===== config.mk =====
export PLATFORM = sky130hd
export DESIGN_NAME = uart_tx_ctrl
export DESIGN_NICKNAME = d
export VERILOG_FILES = /design/src/rtl/uart_tx_ctrl.sv
export SDC_FILE = /design/constraint.sdc
export NUM_CORES = 1
export LEC_CHECK = 0
export CORE_ASPECT_RATIO = 1.2
export CORE_MARGIN = 2
export CORE_UTILIZATION = 57
export CTS_BUF_LIST = sky130_fd_sc_hd__clkbuf_8
export CTS_CLUSTER_SIZE = 30
export DETAILED_ROUTE_END_ITERATION = 6
export PLACE_DENSITY_LB_ADDON = 0.08
export RECOVER_POWER = 25
export SLEW_MARGIN = 20
export SYNTH_ARGS = -nofsm -noshare
export SYNTH_HDL_FRONTEND = slang
export SYNTH_SLANG_ARGS = --single-unit
export TNS_END_PERCENT = 30

===== constraint.sdc =====
create_clock -name clk -period 4.46 [get_ports clk]
set_input_delay 0.892 -clock clk [delete_from_list [all_inputs] [get_ports clk]]
set_output_delay 0.892 -clock clk [all_outputs]
set_load 0.05 [all_outputs]

===== src/rtl/uart_tx_ctrl.sv =====
// UART transmit controller: sequences start, eight data bits (LSB first) and
// stop through a select code that drives an external TX bit mux.
// Each bit lasts CLKS_PER_BIT clocks. The line idles on the stop/end bit.
module uart_tx_ctrl #(
  parameter int CLKS_PER_BIT = 868
) (
  input  logic       clk,
  input  logic       rst,
  input  logic       tx_start,
  input  logic [7:0] tx_data,
  output logic [3:0] sel,
  output logic [7:0] data_lat,
  output logic       start_bit,
  output logic       end_bit,
  output logic       busy,
  output logic       tx_done
);

  localparam int CW = (CLKS_PER_BIT > 1) ? $clog2(CLKS_PER_BIT) : 1;
  localparam logic [CW-1:0] BAUD_LAST = CW'(CLKS_PER_BIT - 1);
  localparam logic [CW-1:0] BAUD_ONE  = CW'(1);
  localparam logic [3:0]    SEL_START = 4'b0000;
  localparam logic [3:0]    SEL_STOP  = 4'b1001;

  typedef enum logic [1:0] {
    S_IDLE  = 2'd0,
    S_START = 2'd1,
    S_DATA  = 2'd2,
    S_STOP  = 2'd3
  } state_t;

  state_t        r_state;
  logic [CW-1:0] r_baud;
  logic [2:0]    r_bit_idx;
  logic [3:0]    r_sel;
  logic [7:0]    r_data_lat;
  logic          r_busy;
  logic          r_tx_done;

  state_t        w_state_next;
  logic [CW-1:0] w_baud_next;
  logic [2:0]    w_bit_idx_next;
  logic [3:0]    w_sel_next;
  logic [7:0]    w_data_lat_next;
  logic          w_busy_next;
  logic          w_tx_done_next;
  logic          w_baud_end;

  assign w_baud_end = (r_baud == BAUD_LAST);

  // State, counters and all outputs are registered; reset aborts any frame.
  always_ff @(posedge clk or posedge rst) begin
    if (rst) begin
      r_state    <= S_IDLE;
      r_baud     <= '0;
      r_bit_idx  <= '0;
      r_sel      <= SEL_STOP;
      r_data_lat <= '0;
      r_busy     <= 1'b0;
      r_tx_done  <= 1'b0;
    end else begin
      r_state    <= w_state_next;
      r_baud     <= w_baud_next;
      r_bit_idx  <= w_bit_idx_next;
      r_sel      <= w_sel_next;
      r_data_lat <= w_data_lat_next;
      r_busy     <= w_busy_next;
      r_tx_done  <= w_tx_done_next;
    end
  end

  // Next-state and next-output logic; the done pulse defaults low every cycle.
  always_comb begin
    w_state_next    = r_state;
    w_baud_next     = r_baud;
    w_bit_idx_next  = r_bit_idx;
    w_sel_next      = r_sel;
    w_data_lat_next = r_data_lat;
    w_busy_next     = r_busy;
    w_tx_done_next  = 1'b0;

    case (r_state)
      S_IDLE: begin
        w_sel_next     = SEL_STOP;
        w_busy_next    = 1'b0;
        w_baud_next    = '0;
        w_bit_idx_next = '0;
        // Also taken in the tx_done cycle, which gives back-to-back frames.
        if (tx_start) begin
          w_state_next    = S_START;
          w_sel_next      = SEL_START;
          w_busy_next     = 1'b1;
          w_data_lat_next = tx_data;
        end
      end

      S_START: begin
        if (w_baud_end) begin
          w_state_next   = S_DATA;
          w_baud_next    = '0;
          w_bit_idx_next = '0;
          w_sel_next     = 4'b0001;
        end else begin
          w_baud_next = r_baud + BAUD_ONE;
        end
      end

      S_DATA: begin
        if (w_baud_end) begin
          w_baud_next = '0;
          if (r_bit_idx == 3'd7) begin
            w_state_next = S_STOP;
            w_sel_next   = SEL_STOP;
          end else begin
            w_bit_idx_next = r_bit_idx + 3'd1;
            // Select for the upcoming bit is (next index + 1).
            w_sel_next     = {1'b0, r_bit_idx} + 4'd2;
          end
        end else begin
          w_baud_next = r_baud + BAUD_ONE;
        end
      end

      S_STOP: begin
        if (w_baud_end) begin
          w_state_next   = S_IDLE;
          w_baud_next    = '0;
          w_busy_next    = 1'b0;
          w_tx_done_next = 1'b1;
          w_sel_next     = SEL_STOP;
        end else begin
          w_baud_next = r_baud + BAUD_ONE;
        end
      end

      default: begin
        w_state_next = S_IDLE;
        w_sel_next   = SEL_STOP;
        w_busy_next  = 1'b0;
      end
    endcase
  end

  assign sel       = r_sel;
  assign data_lat  = r_data_lat;
  assign busy      = r_busy;
  assign tx_done   = r_tx_done;
  assign start_bit = 1'b0;
  assign end_bit   = 1'b1;

endmodule


==> run summary <==
Worst IR Drop VDD: 583 uV
Worst Path Class, Setup: reg -> out
Worst Max-Slew Pin Slew: 1040 ps
First DRT Iteration DRCs: 15
synthesized area per cell: 11.4 sq um
core area: 0.00235 sq mm
minimum clock period: 2490 ps
total congestion overflow: 0
HP Class: reg -> reg
Clk pin slew, worst setup/hold paths: 60 ps
layout cells sized above 1: 17.5%
commonest cells after routing, fill and taps aside: dfrtp_1 (27), clkdlybuf4s50_1 (23), nor2_1 (12), mux2_2 (9), ha_1 (9)
drt pass-1 iters: 4
WL final: 2.46 mm
Die Ht: 59.1 microns
status: complete, no violations
largest net degree at the start of global routing: 30
DP HPWL: 1.80 mm
Vias: 983
Hold Vio Cnt, Final: 0
clk_lat worst skew: 280 ps
post-synth cell types: 37
max-slew violations: 0
Crit path max-delay family: buffers and inverters
WP data required: 3570 ps
Buf/Inv on CP: 1
PwrDens: 711 mW/mm^2
CP arrival: 1600 ps
Synth Warn #: 0
CTS Hold Buffers Added: 0
Initial Util: 61.3%
largest buffer count on any clock path: 2
Crit-path slowest cell: clkdlybuf4s50_1
Post-Syn Area: 0.00144 sq mm
max frequency: 402 MHz
floorplan row count: 19
Final Setup Violations: 0
CP Max Fanout: 2
setup tns final: 0 ps
Chip Width: 49.9 microns
Layout Nets: 173
Reg area: 728 sq um
CP max stage delay: 790 ps
CP endpoint kind: output port
Hold WS: 477 ps
Routed Antenna Nets: 0
commonest non-fill, non-tap cell in the layout: dfrtp_1
Vias per Instance: 5.31
drt drc: 0
drt wl/cell: 13.3 microns
IO Pins: 27
worst-case headroom to the max-slew limit: 30.6%
htree depth: 2
Pwr Total: 1.28 mW
synthesis-stage register bit count: 29
Worst Clk Skew: 3.88 ps
Buffers on Ports: 24
RSZ-0062 raised after global routing: no
# Max-Cap Violations: 0
Final Cycle Share: 55.8%
total CTS buffers: 5
Post-Synthesis Cells: 126
GPL Wtd Cong: 0.806
critical path cell sequence: clkdlybuf4s50_1
clk sink count: 29
DIE AREA: 0.00295 sq mm
post-synthesis sequential area ratio: 50.5%
Root Driver: clkbuf_8
number of fill cells: 158
Diodes inserted: 0
Global Route Usage Sum: 20.6%
Setup Fix Bufs, Post-CTS: 0
Area Growth Syn to Fin: 24.7%
static leakage: 0.807 nW
area of the multi-input gates: 668 sq um
initial antenna violation count: 0
CTS tree: built
Syn Nets: 146
vias in the first global route: 997
first-pass GRT wire length: 4.38 mm
Worst Setup Start Kind: register
CTS-repair resized insts: 0
final timing paths:
kind,slack (ps),from,depth (start not counted),to
max,1970,sel[3],1,sel[3]
min,480,sel[1],2,sel[1]
max reg2reg,2490,r_bit_idx[0],6,r_bit_idx[0]
min reg2reg,480,sel[1],2,sel[1]
max in group asynchronous,2500,rst,2,r_baud[8]
min in group asynchronous,1330,rst,2,data_lat[4]
per-layer routing:
metal | wire, microns | part of all wire [%] | global-route usage [%] | up-vias
met1 | 1030 | 42 | 23.7 | 472
met4 | 69 | 2.8 | 9.52 | 0
met2 | 1260 | 51 | 34.1 | 18
li1 | - | - | - | 486
met3 | 105 | 4.3 | 8.08 | 7
met5 | 0 | 0 | 0 | -
cell usage after synthesis (all sizes together):
master   n  area share [%]
or2b     1            0.52
nor3     5             1.7
o21a     2             1.0
nand4    2            0.87
nor2    12             3.1
and3     1            0.52
o21ai    3             1.0
mux2    10             8.1
clkbuf   1            0.26
a22o     2             1.4
nor4     1             1.5
nand3    4             1.4
o22ai    1            0.43
o31ai    2             1.0
or2      1            0.43
conb     2            0.52
nor2b    1            0.43
a31oi    1            0.87
a41oi    1            0.61
or3      1            0.78
xnor2    4             2.4
inv      6             1.6
nand2    8             2.1
o21ba    1            0.69
nand4b   1            0.61
dfrtp   27              47
buf      3             1.4
o41ai    2             1.2
and2     2            0.87
o32a     1            0.69
ha       9             7.8
xor2     4             2.4
and4b    1            0.69
dfstp    2             3.6
a21boi   1            0.52
area by class of cell:
class	instances	share of cell area, %
Timing Repair Buffer	24	13.4
Inverter	6	1.25
Clock buffer	7	5.35
Sequential cell	29	40.5
Clock inverter	1	0.278
Tap cell	31	2.16
Multi-Input combinational cell	87	37.1
cells by family (layout without fill, tap and decap cells):
group	Yosys count	after routing	synth area share, %
muxes	10	10	8.07
adders and majority gates	9	9	7.81
AOI/OAI and AO/OA	17	17	9.54
other	2	2	0.521
DFF	29	29	50.5
buffers and inverters	10	38	3.21
xor gates and xnor gates	8	8	4.86
and+or+nand+nor	41	41	15.5
state kept, by name, indices dropped and copies added, names as in the netlist:
signal     count
r_state        2
data_lat       8
r_bit_idx      3
r_baud        10
busy           1
tx_done        1
sel            4
report_power, final:
group	leakage, nW	switching (mW)	total, mW	internal [mW]
Sequential	0.370	0.0579	0.411	0.353
Clock	0.0542	0.0937	0.233	0.139
Combinational	0.383	0.393	0.635	0.242
Total	0.807	0.545	1.28	0.734
metrics by stage:
step	setup slack (ps)	util, %	instance area [sq um]	cells
after global routing	1940	76.4	1800	185
final	1970	76.4	1800	185
after CTS	1960	76.4	1800	185
after detailed placement	2240	72.1	1700	177
after global placement	2270	72.1	1700	177
after floorplan	2650	-	1440	126
No activity file was read; power rests on OpenSTA's default activity.
